<file path="src/rtl/o_fab_pipe.sv">
// o_fab_pipe: registered fabric-to-periphery buffer with valid/ready flow control
//
// Carries a WIDTH-bit bus through STAGES register slices. An empty slice always
// accepts from the slice upstream, so bubbles collapse, and full throughput is
// kept while the periphery is ready.
//
// Ports:
//   CLK        rising-edge clock
//   RST        synchronous active-high reset
//   I          fabric-side data
//   I_VALID    fabric data valid
//   I_READY    buffer can accept I this cycle (combinational)
//   O          periphery-side data (last slice register)
//   O_VALID    O holds valid data (last slice valid register)
//   O_READY    periphery accepts O this cycle
//   OCCUPANCY  number of valid slices (registered)
module o_fab_pipe #(
    parameter int               WIDTH      = 8,
    parameter int               STAGES     = 2,
    parameter logic [WIDTH-1:0] INIT_VALUE = '0
) (
    input  logic                         CLK,
    input  logic                         RST,
    input  logic [WIDTH-1:0]             I,
    input  logic                         I_VALID,
    output logic                         I_READY,
    output logic [WIDTH-1:0]             O,
    output logic                         O_VALID,
    input  logic                         O_READY,
    output logic [$clog2(STAGES+1)-1:0]  OCCUPANCY
);

    localparam int OW = $clog2(STAGES+1);

    logic [WIDTH-1:0]  data [STAGES];
    logic [STAGES-1:0] v;
    logic [STAGES-1:0] adv;
    logic [OW-1:0]     occ;
    logic              in_xfer;
    logic              out_xfer;

    if (STAGES < 1 || STAGES > 4 || WIDTH < 1 || WIDTH > 64) begin : g_bad_params
        $error("o_fab_pipe: STAGES must be 1..4 and WIDTH 1..64");
    end

    // A slice advances when it or any slice downstream of it is empty, or the
    // periphery is taking the output word. Written in unrolled form so the
    // ready chain has no self-referencing vector.
    for (genvar g = 0; g < STAGES; g++) begin : g_adv
        assign adv[g] = O_READY || !(&v[STAGES-1:g]);
    end

    assign I_READY   = adv[0];
    assign O         = data[STAGES-1];
    assign O_VALID   = v[STAGES-1];
    assign OCCUPANCY = occ;
    assign in_xfer   = I_VALID & I_READY;
    assign out_xfer  = O_VALID & O_READY;

    always_ff @(posedge CLK) begin
        if (RST) begin
            v   <= '0;
            occ <= '0;
            for (int k = 0; k < STAGES; k++) data[k] <= INIT_VALUE;
        end else begin
            // Slice 0 captures I even when I_VALID is low; O must be qualified by O_VALID.
            if (adv[0]) begin
                data[0] <= I;
                v[0]    <= I_VALID;
            end
            for (int k = 1; k < STAGES; k++) begin
                if (adv[k]) begin
                    data[k] <= data[k-1];
                    v[k]    <= v[k-1];
                end
            end
            occ <= occ + OW'(in_xfer) - OW'(out_xfer);
        end
    end

endmodule
</file>
<file path="config.mk">
export PLATFORM = sky130hd
export DESIGN_NAME = o_fab_pipe
export DESIGN_NICKNAME = d
export VERILOG_FILES = /design/src/rtl/o_fab_pipe.sv
export SDC_FILE = /design/constraint.sdc
export NUM_CORES = 1
export LEC_CHECK = 0
export CAP_MARGIN = 0
export CORE_MARGIN = 4
export CORE_UTILIZATION = 42
export DETAILED_ROUTE_END_ITERATION = 12
export PLACE_DENSITY = 0.85
export SLEW_MARGIN = 20
export SYNTH_ARGS = -nofsm -noshare
export SYNTH_HDL_FRONTEND = slang
export SYNTH_SLANG_ARGS = --single-unit
</file>
<file path="constraint.sdc">
create_clock -name CLK -period 1.6 [get_ports CLK]
set_clock_uncertainty 0.2 [all_clocks]
set_input_delay 0.32 -clock CLK [delete_from_list [all_inputs] [get_ports CLK]]
set_output_delay 0.32 -clock CLK [all_outputs]
set_load 0.03 [all_outputs]
</file>
# Word level (Yosys, flattened, before mapping)
# Memory sizes are Yosys's and may differ from the RTL's.
# Index checks and enable logic that the tools add are counted.
# Widths: inputs -> output; s select.
[op_classes]
n_reduce_logical = 5
n_bitwise = 4
mux = 10
addsub = 2
[ops]
columns = ["cell", "n"]
rows = [
  ["$mux 8", 2],
  ["$mux 1", 8],
  ["$add 2x1->2", 1],
  ["$and 1x1->1", 2],
  ["$logic_not 1->1", 2],
  ["$logic_or 1x1->1", 2],
  ["$or 1x1->1", 2],
  ["$reduce_and 2->1", 1],
  ["$sub 2x1->2", 1],
]
[totals]
reg_bits = 4
wordCells = 25
mem_count = 1
ram_bits = 16
out_inout_bits = 12
in_bits = 12
[mem_list]
columns = ["memory", "depth", "width", "rd", "rd_clocked_by_memory_dff", "wr", "line", "rtl"]
rows = [
  ["data", 2, 8, 2, 0, 2, "35", "logic [WIDTH-1:0] data [STAGES];"],
]

# Logic depth before layout (Yosys ltp)
# Gate-level depths: netlist of run 1.
[logic_depth]
ltp_word = 7
depth_mapped = 9
mapped_depth_nobuf = 8

# Worst setup path before layout of run 1
# Ideal clock, no wire load.
[synth_path]
path_type = "reg2reg"
start = "reg v[1]"
end = "reg occ[1] (netlist: OCCUPANCY[1])"
required_ps = 1278
stages_incl_launch_ff = 10
setup_slack_ps = -471
period_less_slack_ps = 2071
setup_ps = 122
n_path_buf = 1
arrival_ps = 1750
cell_sequence = "dfxtp_1 > and3b_1 > buf_6 > inv_1 > nand2_1 > ha_1 > inv_1 > ha_1 > xnor3_1 > nor2_1"
[synth_between]
elab_chain_cells = 6
elab_cells_between_ends = 7
cone_classes = "add/sub (2); bitwise (2); reduce/logical (3)"
[synth_rtl]
columns = ["item", "line", "rtl"]
rows = [
  ["start: declaration", "36", "logic [STAGES-1:0] v;"],
  ["start signal: indexed assignment", "74", "v[k] <= v[k-1];"],
  ["$reduce_and 2->1", "50", "assign adv[g] = O_READY || !(&v[STAGES-1:g]);"],
  ["$logic_not 1->1", "50", ""],
  ["$logic_or 1x1->1", "50", ""],
  ["net I_READY", "26", "output logic I_READY,"],
  ["$and 1x1->1", "57", "assign in_xfer = I_VALID & I_READY;"],
  ["$add 2x1->2", "77", "occ <= occ + OW'(in_xfer) - OW'(out_xfer);"],
  ["$sub 2x1->2", "77", ""],
  ["end signal: assignment", "77", ""],
  ["end: declaration", "38", "logic [OW-1:0] occ;"],
]
# The timed path passes the listed nets, and every way through them passes these cells.
# A chain may end at the register's enable or synchronous reset.

# Worst setup path in the final report of run 1
[layout_path]
start = "reg v[1]"
end = "out I_READY"
[layout_between]
elab_chain_cells = 3
[layout_rtl]
columns = ["item", "line"]
rows = [
  ["$reduce_and 2->1", "50"],
  ["$logic_not 1->1", "50"],
  ["$logic_or 1x1->1", "50"],
  ["end: declaration", "26"],
]
# No other way between the ends.

==> results of run 1 <==
-- metal layers --
layer  up-vias  routed length [microns]
met5         -                        0
li1        258                        -
met1       225                      484
met3         0                      139
met4         0                        0
met2        17                      613
-- synthesized netlist by cell type --
master    count
clkbuf_1      1
buf_2         1
nor3b_1       6
xnor3_1       1
a21oi_1       2
nand2b_1      1
and2_1        1
dfxtp_1       4
or3b_1        1
nor2_1        1
inv_1         4
buf_6         2
or2_1         1
and3b_1       1
ha_1          2
nor2b_1       1
edfxtp_1     16
nor3b_2      10
nand2_1       1
buf_4         8
-- critical path, stage by stage, from the launching register on --
cell,delay [ns]
dfxtp_4,0.36
and3b_2,0.21
clkinvlp_4,0.09
buf_4,0.13
buf_6,0.13
-- through the flow --
stage	instances	hold WS [ns]	util, %	setup TNS (ns)
3_5_place_dp	108	0.247	56.7	-11.00
4_1_cts	112	0.272	58.3	-0.308
5_1_grt	112	0.302	58.0	-0.505
6_report	112	0.274	58.0	-0.337
3_3_place_gp	108	0.245	56.7	-9.88
2_1_floorplan	65	0.224	-	-1.57
-- worst max path at each step --
stage	endpoint	slack, ns	depth (start not counted)
after floorplan	OCCUPANCY[1]$_SDFF_PP0_	-0.30	9
after global placement	OCCUPANCY[1]$_SDFF_PP0_	-0.55	9
after detailed placement	OCCUPANCY[1]$_SDFF_PP0_	-0.60	9
after CTS	I_READY	-0.13	4
after global routing	OCCUPANCY[1]$_SDFF_PP0_	-0.18	8
final	I_READY	-0.13	4
-- cell families (layout without fill, tap and decap cells) --
family | count (synthesis) | in the layout
buffers and inverters | 16 | 36
AO/OA/AOI/OAI | 2 | 2
AND/OR/NAND/NOR | 24 | 24
flip-flops | 20 | 20
adder cells (fa/ha/maj) | 2 | 2
XOR/XNOR | 1 | 1
-- power groups by stage --
stage / clock network (W) / registers [W] / logic (W)
final: 0.000234 / 0.000607 / 0.000168
after floorplan: 0 / 0.000634 / 0.000102
after detailed placement: 0 / 0.000618 / 0.000181
after CTS: 0.000241 / 0.000607 / 0.000173
after global routing: 0.000268 / 0.000610 / 0.000185
after global placement: 0 / 0.000617 / 0.000178
-- placed cells by master (no fill, tap or decap), drive strengths merged --
cell type       n
dlygate4sd2     9
buf             7
a21oi           2
inv             3
and3b           1
ha              2
clkdlybuf4s50  10
nand2b          1
clkinvlp        1
or2             1
nor3b          16
and2            1
xnor3           1
edfxtp         16
nor2            1
clkbuf          6
nor2b           1
dfxtp           4
nand2           1
or3b            1
-- what timing repair did --
item                                    4_1_cts  5_1_grt
endpoints found under the setup margin       21        5
gates resized for setup                      17        5
buffers inserted                              0        0
pin swaps                                     1        0
-- cell type report --
class                      count  share of cell area (%)
clock buffer                   4                    2.22
inverter                       4                    1.59
multi-input combinational     29                    24.8
sequential                    20                    47.8
tap                           27                    2.85
timing repair buffer          28                    20.7
-- state kept, by name, indices dropped and copies added, names as in the netlist --
register   flops
v              2
OCCUPANCY      2
data          16
==> impl_results.md, run 1 <==
- Outcome: finished with violations
- Violated checks: setup timing
- Worst Hold Launch: O_READY
- Worst flop-to-flop path startpoint: v[1]$_SDFFE_PP0N_
- Share of cells above drive strength 1: 34.1%
- Tmin final: 1.73 ns
- Reg-to-reg endpoint: OCCUPANCY[1]$_SDFF_PP0_
- Die area: 0.00307 sq mm
- Vias in the first global route: 504
- Hold depth: 3
- Synthesized area: 945 sq um
- Combinational share of power: 16.7%
- Worst slack at placement: -0.602 ns
- Reg clk slew, reported paths: 0.11 ns
- Critical path endpoint category: output port
- Crit path max fanout: 3
- Synth warnings: 0
- First-pass GRT wire length: 2100 microns
- Synth top area cells: edfxtp_1, nor3b_2, dfxtp_1
- Residual DRC: 0
- Top Ports: 24
- Die width: 55.4 microns
- Max transition margin: 80.1%
- DRT iter0 DRCs: 4
- Met1 Usage GRT: 8.39%
- CTS buffer count: 3
- Multi-input gate area: 294 sq um
- Root buffer cell: clkbuf_4
- P&R area growth vs syn: 25.3%
- Startpoint Class: flop
- Post-DP HPWL: 893 microns
- Unrepaired setup endpoints after global routing: yes
- Hold_buf cts: 0
- Leakage Power: 0.500 nW
- # H-tree levels: 1
- GRT Overall Usage: 8.41%
- Syn Inst Count: 65
- Register area share after synthesis: 59.3%
- Critical path origin: v[1]$_SDFFE_PP0N_
- Worst Tran Pin Value: 0.299 ns
- Setup Crit Path Kind: reg2out
- Pint: 0.000775 W
- Initial antenna violation count: 0
- FF-to-FF path depth: 8
- Hold Path Class: in2reg
- Critical Path AT: 1.21 ns
- WL/cell: 11.0 microns
- Max VDD drop: 0.518 mV
- DR pass1 iterations: 2
- GR peak layer: met2
- Adder-cell share of the synthesized area: 2.65%
- Fin nets: 100
- Post-route design area: 0.00118 sq mm
- Power Density: 853 mW/mm^2
- Largest family of logic cells by synthesized area: simple AND/OR/NAND/NOR gates
- Clock Latency Late Sink: 0.29 ns
- Initial Utilization: 46.3%
- Final hold viol count: 0
- Fin crit share: 108%
- Final WL: 1240 microns
- Routability-driven placement congestion ratio: 0.644
- # diodes: 0
- Synth Area per Inst: 14.5 sq um
- Required @ worst endpoint: 1.08 ns
- Post-synthesis cell type count: 20
- CORE AREA: 0.00204 sq mm
- Register area: 566 sq um
- Max Cap Viol: 0
- Mux contribution to synthesized area: 0%
- Global route overflow: 0
- Pin count of the biggest net entering global routing: 21
- Worst Hold Endpoint: v[1]$_SDFFE_PP0N_
- Post-synthesis simple-gate area fraction: 23.3%
- GR Util met2: 14.7%
- Final Max Tran Viols: 0
- Area after DPL: 0.00116 sq mm
- Setup ws final: -0.129 ns
- DR vias: 500
- Vias per cell: 4.46
- CTS tree: done
- Post-Synth XOR/XNOR Area: 2.38%
- Compound-cell area share of the yosys netlist: 1.06%
- ANT nets after route: 0
- Synth Register Bits: 20
- Yosys top cell by area: edfxtp_1
- # rows: 16
- Sw Ratio: 23.2%
- Max Freq: 578 MHz
- Clock group share of total power: 23.2%
- Clock tree sinks: 20
- Die span in y: 55.4 microns
- CTS Buffer Depth: 2
- Total power: 0.00101 W
- Met3 Use GR: 3.73%
- IO buf count: 23
- Reg2reg setup slack: -0.12 ns
- Synthesized Nets: 79
- Share of the synthesized area in the top cell type: 50.9%
- Final setup fails: 3
- Net load switching power: 0.000235 W
- Filler instances: 184
- Sequential Power Share: 60.1%
Note: power is estimated with default switching activity, not from simulation.
==> run 2, diff against run 1 <==
- CORE_MARGIN: 4 -> 2
==> run 2 against run 1 <==
  * The run still ends with setup timing left
  * Critical path depth rose by 4
  * Power increased by 0.84%
  * Sequential cell count is the same
  * Largest cell class unchanged
  * Sequential power about the same
  * Routed wire length is 9.8% higher
  * First-iteration DRC count decreased by 25%
  * Critical path type is now reg2reg
  * Critical endpoint is now OCCUPANCY[1]$_SDFF_PP0_
  * Count of clock-buffer cells in the layout stayed put
  * Utilization shrank 1.8 points
  * Final area up 3.0%
  * Register-to-register slack worse by 0.02 ns
==> impl_results.md, run 2 (synthesis gave the netlist of run 1 again) <==
- Register area: 564 sq um
- Most frequent cells in the layout: edfxtp_1, nor3b_2, clkdlybuf4s50_1, dlygate4sd2_1, buf_4
- Unrepaired setup endpoints after global routing: yes
- Met3 wire len: 100 microns
- Post-route design area: 0.00122 sq mm
- Reg2reg setup slack: -0.14 ns
- Required @ worst endpoint: 1.58 ns
- Outcome: finished with violations
- # H-tree levels: 1
- Worst Tran Pin Value: 0.299 ns
- Die span in y: 51.4 microns
- # rows: 17
- Hold Path Class: reg2reg
- Residual DRC: 0
- Clock tree sinks: 20
- Vias per cell: 4.67
- CTS tree: done
- Multi-input gate area: 307 sq um
- Filler instances: 194
- Violated checks: setup timing
- Fin crit share: 109%
- CORE AREA: 0.00217 sq mm
- Max Cap Viol: 0
- Final WL: 1360 microns
- Root buffer cell: clkbuf_4
- DR vias: 537
- ANT nets after route: 0
- Leakage Power: 0.513 nW
- First-pass GRT wire length: 2210 microns
- Setup ws final: -0.141 ns
- Top reg by flops: data
- Commonest non-fill, non-tap cell in the layout: edfxtp_1
- Die area: 0.00264 sq mm
- Max VDD drop: 0.630 mV
- WL/cell: 11.8 microns
- Final hold viol count: 0
- Reg-to-reg endpoint: OCCUPANCY[1]$_SDFF_PP0_
- Worst Hold Endpoint: v[1]$_SDFFE_PP0N_
- P&R area growth vs syn: 29.0%
- Routability-driven placement congestion ratio: 0.618
- Critical-path cell list: and3b_2, clkinvlp_4, nand2_1, ha_4, inv_2, ha_4, xnor3_1, nor2_1
- Max transition margin: 80.2%
- CP max stage cell: dfxtp_4
- Critical path endpoint category: flop
- Top cell by count, worst path: ha_4
- Max Freq: 574 MHz
- DRT iter0 DRCs: 3
- Startpoint Class: flop
- Worst slack at placement: -0.619 ns
- # diodes: 0
- CTS buffer count: 3
- Hold_buf cts: 0
- Global route overflow: 0
- Top Ports: 24
- Power Density: 835 mW/mm^2
- Share of cells above drive strength 1: 34.5%
- IO buf count: 23
- Routed wl met2: 792 microns
- Post-DP HPWL: 974 microns
- Area after DPL: 0.00116 sq mm
- Top sig layer: met4
- GRT Overall Usage: 11.6%
- Max reg flops: 16
- DR pass1 iterations: 2
- Final setup fails: 3
- Clock Latency Late Sink: 0.28 ns
- Worst flop-to-flop path startpoint: v[1]$_SDFFE_PP0N_
- Pin count of the biggest net entering global routing: 21
- Reg clk slew, reported paths: 0.10 ns
- Tmin final: 1.74 ns
- Hold depth: 2
- Initial antenna violation count: 0
- Final Max Tran Viols: 0
- CTS Buffer Depth: 2
- Crit path max fanout: 2
- Vias in the first global route: 518
- Worst Hold Launch: v[0]$_SDFFE_PP0N_
- M1 WL: 459 microns
- Initial Utilization: 43.5%
- Die width: 51.4 microns
- Critical Path AT: 1.72 ns
- Crit-path max cell delay: 0.35 ns
- FF-to-FF path depth: 8
- Setup Crit Path Kind: reg2reg
- Fin nets: 102
==> run 2: worst max-delay path by stage <==
stage                     cells after the start              start                       to
final                                         8  v[1]$_SDFFE_PP0N_  OCCUPANCY[1]$_SDFF_PP0_
after global routing                          8  v[1]$_SDFFE_PP0N_  OCCUPANCY[1]$_SDFF_PP0_
after CTS                                     4  v[0]$_SDFFE_PP0N_                  I_READY
after detailed placement                      9            O_READY  OCCUPANCY[1]$_SDFF_PP0_
after global placement                        9            O_READY  OCCUPANCY[1]$_SDFF_PP0_
after floorplan                               9  v[1]$_SDFFE_PP0N_  OCCUPANCY[1]$_SDFF_PP0_
==> run 2: cell type report <==
class / count / share of cell area, %
sequential: 20 / 46.3
multi-input combinational: 29 / 25.2
timing repair buffer: 30 / 22.0
tap: 28 / 2.87
clock buffer: 4 / 2.16
inverter: 4 / 1.54
==> run 2: layer usage <==
metal  track usage, %  up-vias
met3             4.09        2
met4             3.95        0
met1             10.3      253
met2             23.3       17
met5                0        -
li1                 -      265
==> run 2: worst max-delay path, delay by kind of cell, from the launching register on <==
family | cells | cell delay, ns
and+or+nand+nor | 3 | 0.35
adders and majority gates | 2 | 0.42
buffers and inverters | 2 | 0.12
xor gates and xnor gates | 1 | 0.19
DFF | 1 | 0.35
==> run 2: power by group <==
group          leakage (nW)  total (W)  internal, W  switching (W)
Clock                0.0150   0.000234    0.0000967       0.000138
Combinational         0.278   0.000177    0.0000876      0.0000891
Sequential            0.221   0.000607     0.000595      0.0000116
==> run 2: per-stage QoR <==
| step | power (W) | utilization, % | cells | hold slack, ns | setup TNS, ns |
|---|---|---|---|---|---|
| after floorplan | 0.000736 | - | 65 | 0.224 | -1.57 |
| after global placement | 0.000794 | 53.4 | 109 | 0.240 | -10.63 |
| after detailed placement | 0.000801 | 53.4 | 109 | 0.256 | -12.95 |
| after CTS | 0.00103 | 55.1 | 114 | 0.277 | -0.348 |
| after global routing | 0.00106 | 56.2 | 115 | 0.310 | -0.534 |
| final | 0.00102 | 56.2 | 115 | 0.282 | -0.368 |
==> run 2: repair_timing <==
action	CTS	global route
pin swaps	1	1
endpoints found under the hold margin	0	0
setup buffers	1	1
setup endpoints to repair	29	5
gates resized for setup	16	5
==> run 3, diff against run 2 <==
- CELL_PAD_IN_SITES_DETAIL_PLACEMENT: default -> 0
- CELL_PAD_IN_SITES_GLOBAL_PLACEMENT: default -> 2
- CORE_UTILIZATION: 42 -> 29
- PLACE_DENSITY: 0.85 -> 0.86
==> run 3 against run 2 <==
  * Die area rose by 41%
  * Power shrank 0.70%
  * The flow still finishes with violations (setup timing)
  * Non-clock buffer count fell by 2
  * Fmax increased by 1.8%
==> impl_results.md, run 3 (synthesis gave the netlist of run 1 again) <==
- # rows: 20
- Setup ws final: -0.111 ns
- Total power: 0.00101 W
- Combinational share of power: 16.4%
- Vias per cell: 3.89
- Placed insts: 125
- Final WL: 1290 microns
- Required @ worst endpoint: 1.08 ns
- CP Buf/Inv Count: 3
- Global route overflow: 0
- Worst Tran Pin Value: 0.300 ns
- Fin crit share: 107%
- Critical path endpoint category: output port
- Final setup fails: 3
- Critical Path AT: 1.19 ns
- Share of cells above drive strength 1: 29.4%
- Crit path max fanout: 4
- Reg clk slew, reported paths: 0.10 ns
- Top cell by count, worst path: buf_6
- CTS tree: done
- Pint: 0.000775 W
- P&R area growth vs syn: 27.6%
- Worst slack at placement: -0.587 ns
- Outcome: finished with violations
- Max transition margin: 80.1%
- CP max stage cell: dfxtp_4
- Fin nets: 100
- CTS buffer count: 3
- Top reg by flops: data
- Post-DP HPWL: 938 microns
- Final hold viol count: 0
- # H-tree levels: 1
- Setup Crit Path Kind: reg2out
- Startpoint Class: flop
- IO buf count: 23
- Worst path depth: 4
- Die span in y: 61.1 microns
- Tmin final: 1.71 ns
- Clock Latency Late Sink: 0.29 ns
- Unrepaired setup endpoints after global routing: yes
- Sw Ratio: 23.3%
- Final Max Tran Viols: 0
- Net load switching power: 0.000236 W
- DR pass1 iterations: 3
- Max reg flops: 16
- Vias in the first global route: 477
- Commonest non-fill, non-tap cell in the layout: edfxtp_1
- DR vias: 502
- ANT nets after route: 0
- Die width: 61.1 microns
- Violated checks: setup timing
- Sequential Power Share: 59.9%
- Crit-path max cell delay: 0.36 ns
- Non-Filler Instances: 129
- Clock group share of total power: 23.7%
- Residual DRC: 0
- Max Freq: 585 MHz
- # diodes: 0
- Die area: 0.00373 sq mm
- Max VDD drop: 0.239 mV
- WL/cell: 9.98 microns
- Routability-driven placement congestion ratio: 0.708
- Critical-path cell list: and3b_2, clkinvlp_4, buf_6, buf_6
- GRT Overall Usage: 7.77%
- Max Cap Viol: 0
- CTS Buffer Depth: 2
- Leakage Power: 0.506 nW
- First-pass GRT wire length: 2010 microns
- FF-to-FF path depth: 8
- Hold Path Class: in2reg
- Clock tree sinks: 20
- Power Density: 839 mW/mm^2
- Initial antenna violation count: 0
- Initial Utilization: 30.7%
- Root buffer cell: clkbuf_4
- Top Family by Delay on Critical Path: flip-flops
- Top Ports: 24
- Pin count of the biggest net entering global routing: 21
- CORE AREA: 0.00308 sq mm
- Hold depth: 3
- DRT iter0 DRCs: 5
- Most frequent cells in the layout: edfxtp_1, nor3b_2, clkdlybuf4s50_1, dlygate4sd2_1, nor3b_1
==> run 3: cell types whose count changed in the layout (fill, tap and decap cells not counted) <==
cell	delta
clkbuf_2	-1
dfxtp_1	-1
clkdlybuf4s15_1	+1
buf_4	-2
ha_1	+2
ha_4	-2
dfxtp_2	+1
inv_2	-1
inv_1	+1
==> run 3: power by group through the flow <==
| stage | registers [W] | clock network [W] | logic, W |
|---|---|---|---|
| floorplan | 0.000634 | 0 | 0.000102 |
| global placement | 0.000617 | 0 | 0.000180 |
| detailed placement | 0.000619 | 0 | 0.000180 |
| CTS | 0.000606 | 0.000245 | 0.000166 |
| global route | 0.000610 | 0.000273 | 0.000179 |
| finish | 0.000606 | 0.000239 | 0.000166 |
==> run 3: worst paths after layout <==
kind	startpoint	end	slack, ns
hold / removal	O_READY	v[1]$_SDFFE_PP0N_	0.27
hold reg to reg	v[0]$_SDFFE_PP0N_	v[1]$_SDFFE_PP0N_	0.28
setup / recovery	v[1]$_SDFFE_PP0N_	I_READY	-0.11
setup reg to reg	v[1]$_SDFFE_PP0N_	OCCUPANCY[1]$_SDFF_PP0_	-0.10
==> run 3: final cells by class <==
class / instances / area (sq um)
clock buffer: 4 / 26.3
multi-input combinational: 29 / 282
tap: 44 / 55.1
fill: 295 / 1870
sequential: 20 / 566
inverter: 4 / 18.8
timing repair buffer: 28 / 258
==> run 3: layer usage <==
metal / up-vias / GRT usage [%] / part of all wire [%] / wire (microns)
met2: 14 / 12.2 / 48 / 615
met3: 2 / 1.26 / 3.3 / 42
met4: 0 / 7.45 / 2.1 / 27
met1: 227 / 8.91 / 47 / 601
li1: 259 / - / - / -
met5: - / 0 / 0 / 0
==> run 3: through the flow <==
stage	hold slack [ns]	utilization, %	area [sq um]	setup TNS, ns
final	0.268	39.1	1200	-0.274
after global routing	0.298	39.1	1200	-0.508
after CTS	0.259	38.8	1190	-0.354
after detailed placement	0.255	38.3	1180	-10.84
after global placement	0.247	38.3	1180	-10.12
after floorplan	0.224	-	952	-1.57
==> run 3: worst register-to-register path, delay by kind of cell, from the launching register on <==
kind / cells / cell delay [ns]
flops: 1 / 0.36
xor+xnor: 1 / 0.19
buf+inv: 2 / 0.12
fa+ha+maj: 2 / 0.43
simple gates: 3 / 0.30
==> run 3: timing repair <==
action	in CTS	in global routing
setup buffers	0	0
pin swaps	1	1
resized for setup	13	4
hold buffers	0	0
endpoints found under the setup margin	21	4
